===== src/rtl/cmul_sched_pkg.sv =====
// Shared types and widths for the time-shared complex multiplier.
// Four real products go through one MAC slice to form each complex product.
package cmul_sched_pkg;

    localparam int A_W    = 16;
    localparam int B_W    = 14;
    localparam int PROD_W = A_W + B_W;
    localparam int P_W    = A_W + B_W + 1;

    typedef enum logic [2:0] {
        IDLE,
        S_RR,
        S_II,
        S_RI,
        S_IR,
        S_ACC
    } state_t;

    typedef enum logic [1:0] {
        SEL_RR,
        SEL_II,
        SEL_RI,
        SEL_IR
    } sel_t;

    typedef enum logic [1:0] {
        ACC_LOAD,
        ACC_ADD,
        ACC_SUB,
        ACC_HOLD
    } acc_op_t;

    function automatic logic signed [P_W-1:0] sext_prod(input logic signed [PROD_W-1:0] x);
        return P_W'(x);
    endfunction

endpackage


===== src/rtl/cmul_mac_core.sv =====
// Single MAC slice: registered signed product (gated by cem) feeding an
// add/subtract accumulator. Pure datapath; sequencing lives in the caller.
module cmul_mac_core
    import cmul_sched_pkg::*;
(
    input  logic                    clk_i,
    input  logic                    rst_n_i,
    input  logic                    cem_i,
    input  logic signed [A_W-1:0]   a_i,
    input  logic signed [B_W-1:0]   b_i,
    input  acc_op_t                 acc_op_i,
    output logic signed [P_W-1:0]   m_o,
    output logic signed [P_W-1:0]   p_o
);

    logic signed [PROD_W-1:0] prod;
    logic signed [PROD_W-1:0] m_q;
    logic signed [P_W-1:0]    m_ext;
    logic signed [P_W-1:0]    p_q;

    assign prod  = PROD_W'(a_i) * PROD_W'(b_i);
    assign m_ext = sext_prod(m_q);

    always_ff @(posedge clk_i or negedge rst_n_i) begin
        if (!rst_n_i) begin
            m_q <= '0;
            p_q <= '0;
        end else begin
            if (cem_i) begin
                m_q <= prod;
            end
            case (acc_op_i)
                ACC_LOAD: p_q <= m_ext;
                ACC_ADD:  p_q <= p_q + m_ext;
                ACC_SUB:  p_q <= p_q - m_ext;
                default:  p_q <= p_q;
            endcase
        end
    end

    assign m_o = m_ext;
    assign p_o = p_q;

endmodule


===== src/rtl/cmul_mac_sched.sv =====
// Complex multiplier controller: latches one sample/coefficient pair, runs
// four real multiplies through cmul_mac_core and presents the exact product.
//
// state | meaning
// IDLE  | waiting for accept (stalls here while a result is undrained)
// S_RR  | M <= a_re*b_re
// S_II  | M <= a_im*b_im, P <= M
// S_RI  | M <= a_re*b_im, P <= P -/+ M (real part complete in P)
// S_IR  | M <= a_im*b_re, RE_Q <= P, P <= M
// S_ACC | imag = M +/- P, publish result, OUT_VALID <= 1
module cmul_mac_sched
    import cmul_sched_pkg::*;
(
    input  logic                  clk_in,
    input  logic                  rst_n_in,
    input  logic                  in_valid,
    output logic                  in_ready,
    input  logic signed [A_W-1:0] a_re_in,
    input  logic signed [A_W-1:0] a_im_in,
    input  logic signed [B_W-1:0] b_re_in,
    input  logic signed [B_W-1:0] b_im_in,
    input  logic                  conj_in,
    output logic                  out_valid,
    input  logic                  out_ready,
    output logic signed [P_W-1:0] p_re_out,
    output logic signed [P_W-1:0] p_im_out,
    output logic                  busy_out
);

    state_t                state_q, state_d;
    logic signed [A_W-1:0] a_re_q, a_im_q;
    logic signed [B_W-1:0] b_re_q, b_im_q;
    logic                  conj_q;
    logic signed [P_W-1:0] re_q;
    logic signed [P_W-1:0] p_re_q, p_im_q;
    logic                  out_valid_q;

    logic                  accept;
    logic                  cem;
    sel_t                  sel;
    acc_op_t               acc_op;
    logic signed [A_W-1:0] mac_a;
    logic signed [B_W-1:0] mac_b;
    logic signed [P_W-1:0] mac_m, mac_p;
    logic signed [P_W-1:0] im_sum;

    assign in_ready = (state_q == IDLE) && (!out_valid_q || out_ready);
    assign accept   = in_valid && in_ready;

    always_comb begin
        state_d = state_q;
        cem     = 1'b0;
        sel     = SEL_RR;
        acc_op  = ACC_HOLD;
        case (state_q)
            IDLE: begin
                if (accept) state_d = S_RR;
            end
            S_RR: begin
                cem     = 1'b1;
                sel     = SEL_RR;
                state_d = S_II;
            end
            S_II: begin
                cem     = 1'b1;
                sel     = SEL_II;
                acc_op  = ACC_LOAD;
                state_d = S_RI;
            end
            S_RI: begin
                cem     = 1'b1;
                sel     = SEL_RI;
                acc_op  = conj_q ? ACC_ADD : ACC_SUB;
                state_d = S_IR;
            end
            S_IR: begin
                cem     = 1'b1;
                sel     = SEL_IR;
                acc_op  = ACC_LOAD;
                state_d = S_ACC;
            end
            S_ACC: begin
                state_d = IDLE;
            end
            default: begin
                state_d = IDLE;
            end
        endcase
    end

    always_comb begin
        mac_a = a_re_q;
        mac_b = b_re_q;
        case (sel)
            SEL_II: begin mac_a = a_im_q; mac_b = b_im_q; end
            SEL_RI: begin mac_a = a_re_q; mac_b = b_im_q; end
            SEL_IR: begin mac_a = a_im_q; mac_b = b_re_q; end
            default: begin mac_a = a_re_q; mac_b = b_re_q; end
        endcase
    end

    cmul_mac_core u_mac (
        .clk_i    (clk_in),
        .rst_n_i  (rst_n_in),
        .cem_i    (cem),
        .a_i      (mac_a),
        .b_i      (mac_b),
        .acc_op_i (acc_op),
        .m_o      (mac_m),
        .p_o      (mac_p)
    );

    // conj: imag = a_im*b_re - a_re*b_im, with a_re*b_im parked in P
    assign im_sum = conj_q ? (mac_m - mac_p) : (mac_m + mac_p);

    always_ff @(posedge clk_in or negedge rst_n_in) begin
        if (!rst_n_in) begin
            state_q     <= IDLE;
            a_re_q      <= '0;
            a_im_q      <= '0;
            b_re_q      <= '0;
            b_im_q      <= '0;
            conj_q      <= 1'b0;
            re_q        <= '0;
            p_re_q      <= '0;
            p_im_q      <= '0;
            out_valid_q <= 1'b0;
        end else begin
            state_q <= state_d;
            if (accept) begin
                a_re_q <= a_re_in;
                a_im_q <= a_im_in;
                b_re_q <= b_re_in;
                b_im_q <= b_im_in;
                conj_q <= conj_in;
            end
            if (state_q == S_IR) begin
                re_q <= mac_p;
            end
            if (state_q == S_ACC) begin
                p_re_q      <= re_q;
                p_im_q      <= im_sum;
                out_valid_q <= 1'b1;
            end else if (out_valid_q && out_ready) begin
                out_valid_q <= 1'b0;
            end
        end
    end

    assign out_valid = out_valid_q;
    assign p_re_out  = p_re_q;
    assign p_im_out  = p_im_q;
    assign busy_out  = (state_q != IDLE);

endmodule


===== config.mk =====
export PLATFORM = sky130hd
export DESIGN_NAME = cmul_mac_sched
export DESIGN_NICKNAME = d
export VERILOG_FILES = /design/src/rtl/cmul_sched_pkg.sv /design/src/rtl/cmul_mac_core.sv /design/src/rtl/cmul_mac_sched.sv
export SDC_FILE = /design/constraint.sdc
export NUM_CORES = 1
export LEC_CHECK = 0
export ABC_AREA = 1
export BUFFER_PORTS_ARGS = -buffer_cell sky130_fd_sc_hd__buf_2
export CORE_MARGIN = 1
export CORE_UTILIZATION = 50
export CTS_BUF_LIST = sky130_fd_sc_hd__clkbuf_4
export CTS_CLUSTER_SIZE = 40
export DETAILED_ROUTE_END_ITERATION = 8
export HOLD_SLACK_MARGIN = 0.15
export PLACE_DENSITY = 0.67
export SLEW_MARGIN = 20
export SYNTH_ARGS = -nofsm -noshare
export SYNTH_HDL_FRONTEND = slang
export SYNTH_HIERARCHICAL = 1
export SYNTH_SLANG_ARGS = --single-unit

===== constraint.sdc =====
create_clock -name clk_in -period 7.8 [get_ports clk_in]
set_clock_uncertainty 0.2 [all_clocks]
set_input_delay 1.17 -clock clk_in [delete_from_list [all_inputs] [get_ports clk_in]]
set_output_delay 1.17 -clock clk_in [all_outputs]
set_load 0.01 [all_outputs]

==> results of run 1 <==
[cell families (layout without fill, tap and decap cells)]
logic type,Yosys count,in the layout
other,0,3
muxes,60,60
and+or+nand+nor,1411,1411
xor gates and xnor gates,96,96
buffers and inverters,772,941
adders and majority gates,356,356
AOI/OAI and AO/OA,328,328
DFF,219,219
[final cells by class]
type                       count  area (µm²)  area share [%]
antenna                        3        7.51          0.0293
clock buffer                  92         691            2.69
clock inverter                18         103           0.400
inverter                     676        2540            9.90
multi-input combinational   2251       15200            59.3
sequential                   219        5480            21.4
tap                          607         759            2.96
timing repair buffer         155         851            3.32
[per-layer routing]
layer / wire length [µm] / GRT usage [%] / vias up / part of all wire [%]
li1: - / - / 10129 / -
met1: 28300 / 36.5 / 10078 / 40
met2: 34500 / 53.0 / 624 / 49
met3: 4070 / 5.07 / 156 / 5.8
met4: 3380 / 14.9 / 0 / 4.8
met5: 0 / 0 / - / 0
[through the flow]
step           setup WS [ns]  instance area, µm²  hold WS [ns]
6_report               0.507               25600         0.196
5_1_grt             0.000425               25600         0.198
4_1_cts                0.563               25600         0.170
3_5_place_dp           0.582               24800         0.253
3_3_place_gp           0.654               24800         0.253
2_1_floorplan           1.11               23600         0.249
[final timing paths]
| path | end | slack (ns) | start | depth (start not counted) |
|---|---|---|---|---|
| max in group asynchronous | a_im_q[11] | 5.79 | rst_n_in | 2 |
| setup reg to reg | u_mac/m_q[28] | 0.51 | state_q[1] | 27 |
| setup / recovery | u_mac/m_q[28] | 0.51 | state_q[1] | 27 |
| min in group clk_in | p_re_out[6] | 0.27 | p_re_out[6] | 2 |
| hold / removal | p_re_out[21] | 0.20 | rst_n_in | 1 |
| hold reg to reg | p_re_out[6] | 0.27 | p_re_out[6] | 2 |
[placed cells by master, fill, tap and decap left out, types with 14 or more instances in the layout]
master	instances
a21oi_1	131
buf_2	128
buf_4	26
clkbuf_4	92
dfrtp_1	219
fa_1	221
ha_1	135
inv_1	665
mux2_2	53
nand2_1	991
nand3_1	127
nand4_1	29
nor2_1	180
nor3_1	21
o21ai_0	117
o21ai_1	28
or2_2	14
xnor2_1	25
xor2_1	71
[state kept, by name (all words and copies together), names as in the netlist, 3 cells and up]
name,count
b_im_q,14
u_mac/p_o,31
u_mac/m_q,30
state_q,3
a_im_q,16
re_q,31
b_re_q,14
p_im_out,31
a_re_q,16
p_re_out,31
==> results_dict.tcl, run 1 <==
set metrics [dict create \
    critPathCaptureType "flip-flop" \
    yosys.area_share.simple_pct 24.5 \
    hold_viol_final 0 \
    grt_pass1_wl_mm 113 \
    clkSinkCount 219 \
    post-cts-setup-buffers 0 \
    yosysMostFrequentCell "nand2_1" \
    synth-xor-area-share_pct 3.56 \
    die_w_um 219 \
    start_kind "flip-flop" \
    setup_viol 0 \
    grt_overflow 0 \
    io_pins 130 \
    portBuffers 129 \
    synth_area_per_cell_um2 7.29 \
    cp.required_ns 8.22 \
    grt_pass1_vias 21735 \
    utilization_pct 55.1 \
    clk_latency_ns 0.78 \
    critPathMaxFanout 18 \
    synth_area_um2 23600 \
    firstDrtPassIters 5 \
    arrival_ns 7.72 \
    max_cap_violations 0 \
    syn_to_final_growth_pct 8.43 \
    synth_fa_ha_area_share_pct 25.9 \
    max_stage_delay_ns 0.58 \
    run_status "complete, no violations" \
    wl_per_cell_um 17.5 \
    layout.nets 3790 \
    hold_path.class "input pin to asynchronous set/reset pin" \
    synth_mux_area_share_pct 2.86 \
    num-fill-cells 4504 \
    cts_tree "done" \
    grt_max_degree 94 \
    clockBufferDepth 3 \
    worst_slew_pin_slew_ns 0.868 \
    gr-usage-all-layers_pct 30.5 \
    dp_hpwl_mm 57.7 \
    drtIter0Drc 1286 \
    relSlewSlack_pct 42.2 \
    slew_violations 0 \
    synth_cell_types 50 \
    syn_nets 3663 \
    die_area_um2 48200 \
    cts-root-buf "clkbuf_4" \
    fp.dieH_um 219 \
    cts_made_buffers 66 \
    yosysTopAreaCell "dfrtp_1" \
    start_util_pct 50.8 \
    vias 20987 \
    netlist_instances 3242 \
    gp_congestion 0.947 \
    cp.buffers_inverters 8 \
    fmax_mhz 137 \
    synth.area.top_cells "dfrtp_1 23%, fa_1 19%, nand2_1 16%" \
    row_count 79 \
    synth-edff-count 0 \
    drive_above_1_share_pct 10.9 \
    postCtsHoldBufs 0 \
    cts-resized-gates 0 \
    ys_ff_latch 219 \
    drtAntennaViolNets 0 \
    final_cells 4021 \
    synth_common_cells "992 x nand2_1, 665 x inv_1, 221 x fa_1, 219 x dfrtp_1, 180 x nor2_1" \
    tns_ns 0 \
    fin_crit_ns 7.29 \
    core_area_um2 46600 \
    synthArstFlopShare_pct 100 \
    htree_levels 3 \
    yosysTopAreaCellShare_pct 23.2 \
    vias_per_cell 5.22 \
    path_class "flip-flop to flip-flop" \
    slowest_stage "fa_1" \
    grt_antenna_before_repair 3 \
    yosysSeqAreaShare_pct 23.2 \
    synth_top_family_by_area "adder cells" \
    drc_errors 0 \
    synth-compound-area-share_pct 7.52 \
    clk_pin_slew_ns 0.06 \
    post-route-period-util_pct 93.5 \
    rsz0062_at_grt "false" \
    ys.flop_type "dfrtp_1" \
    drt_wl_total_mm 70.3 \
    crit_family "adder cells" \
    dpl.cell_count 3908 \
    synth_warnings 6 \
]
Power of run 1 is not shown: default switching activity piles up to over one toggle a cycle in this logic, so the estimate is an artifact.
==> run 2, diff against run 1 <==
--- a/config.mk
+++ b/config.mk
@@ -14,6 +14,7 @@
 export DETAILED_ROUTE_END_ITERATION = 8
 export HOLD_SLACK_MARGIN = 0.15
 export PLACE_DENSITY = 0.67
+export RECOVER_POWER = 50
 export SLEW_MARGIN = 20
 export SYNTH_ARGS = -nofsm -noshare
 export SYNTH_HDL_FRONTEND = slang
==> results_dict.tcl, run 2 (synthesis results as in run 1) <==
set metrics [dict create \
    run_status "complete, but fails checks" \
    violations "capacitance limit, slew limit" \
    row_count 79 \
    syn_to_final_growth_pct 8.22 \
    clk_pin_slew_ns 0.06 \
    clkSinkCount 219 \
    cts-resized-gates 0 \
    postCtsHoldBufs 0 \
    grt_overflow 0 \
    arrival_ns 7.68 \
    setup_viol 0 \
    setup.worst_path.start "state_q[1]" \
    dr_wl_met3_mm 3.89 \
    fin_crit_ns 7.26 \
    endpoint "u_mac/m_q[28]" \
    post-route-period-util_pct 93.1 \
    rrSetupSlack_ns 0.54 \
    reg2reg_to "u_mac/m_q[28]" \
    drtAntennaViolNets 0 \
    gr-usage-all-layers_pct 30.5 \
    dp_hpwl_mm 57.7 \
    final_area_um2 25600 \
    die_w_um 219 \
    place_area_um2 24800 \
    grt_antenna_before_repair 3 \
    wl_met1_mm 28.5 \
    layout.nets 3790 \
    r2r-start "state_q[1]" \
    core_area_um2 46600 \
    wl_met2_mm 34.5 \
    reg2reg_depth 27 \
    clockBufferDepth 3 \
    place_ws_ns 0.582 \
    io_pins 130 \
    cts_tree "done" \
    grt_pass1_vias 21735 \
    tns_ns 0 \
    die_area_um2 48200 \
    vias_per_cell 5.22 \
    drc_errors 0 \
    relSlewSlack_pct -229 \
    drive_above_1_share_pct 10.6 \
    fmax_mhz 138 \
    clk_latency_ns 0.78 \
    num-fill-cells 4515 \
    grt_pass1_wl_mm 113 \
    layout.cells.most_common_list "993 x nand2_1, 666 x inv_1, 221 x fa_1" \
    wl_per_cell_um 17.5 \
    fp.dieH_um 219 \
    start_util_pct 50.8 \
    htree_levels 3 \
    vias 20970 \
    hold_viol_final 0 \
    cp.required_ns 8.22 \
    critPathCaptureType "flip-flop" \
    rsz0062_at_grt "false" \
    grt_max_degree 94 \
    drt_wl_total_mm 70.4 \
    mostFrequentLayoutCell "nand2_1" \
    gp_congestion 0.947 \
    critPathMaxFanout 18 \
    worst_slew_pin_slew_ns 4.93 \
    max_cap_violations 7 \
    start_kind "flip-flop" \
    hold_path.class "flip-flop to flip-flop" \
    worst_slack_ns 0.541 \
    slew_violations 476 \
    drtIter0Drc 1308 \
    firstDrtPassIters 7 \
    portBuffers 129 \
    ff_latch_area_um2 5480 \
    cts_made_buffers 66 \
    route.top_layer_used "met4" \
    utilization_pct 55.0 \
    path_class "flip-flop to flip-flop" \
    multiInputGateArea_um2 15200 \
    cts-root-buf "clkbuf_4" \
    post-cts-setup-buffers 0 \
]
[run 2: cell types whose count changed in the layout (fill, tap and decap cells not counted), moves of 2 or more]
cell	change
inv_2	-2
clkbuf_2	+2
nor2_1	+2
nand2_1	+2
buf_4	-5
clkbuf_1	+4
[run 2: area by class of cell]
| class | count | share of cell area, % |
|---|---|---|
| multi-input combinational | 2251 | 59.3 |
| sequential | 219 | 21.4 |
| inverter | 676 | 9.92 |
| timing repair buffer | 155 | 3.22 |
| tap | 607 | 2.97 |
| clock buffer | 92 | 2.70 |
| clock inverter | 18 | 0.401 |
| antenna | 3 | 0.0293 |
[run 2: how the worst min path moves through the flow]
stage / start / end / slack (ns) / depth (start not counted)
final: p_re_out[6] / p_re_out[6] / 0.27 / 2
after global routing: p_re_out[13] / p_re_out[13] / 0.29 / 2
after CTS: rst_n_in / p_im_out[0] / 0.17 / 1
after detailed placement: p_re_out[6] / p_re_out[6] / 0.25 / 2
after global placement: p_re_out[13] / p_re_out[13] / 0.25 / 2
after floorplan: re_q[0] / p_re_out[0] / 0.25 / 2
[run 2: worst max-delay path, stage by stage, from the launching register on]
cell and delay [ns]:
dfrtp_1 0.43, inv_2 0.10, nor2_4 0.03, buf_4 0.19
inv_1 0.35, nand2_1 0.09, nand2_1 0.52, nand2_1 0.17
inv_1 0.19, fa_1 0.58, fa_1 0.58, inv_1 0.05
fa_1 0.52, inv_1 0.06, fa_1 0.53, inv_1 0.05
fa_1 0.49, fa_1 0.51, inv_1 0.04, ha_1 0.34
nand2_1 0.10, nor3_1 0.22, nand2_1 0.11, or2_2 0.33
nand3_1 0.09, nand2_1 0.05, nand3_1 0.07, o21ai_0 0.09
[run 2: metrics by stage]
step,hold WS (ns),instances
3_5_place_dp,0.253,3908
5_1_grt,0.288,4019
3_3_place_gp,0.253,3908
2_1_floorplan,0.249,3242
4_1_cts,0.170,4018
6_report,0.268,4021
[run 2: routing by layer]
metal,vias up,GRT usage (%)
li1,10122,-
met1,10057,36.5
met2,623,53.0
met3,168,5.07
met4,0,14.9
met5,-,0
Power of run 2 is left out for the same reason.
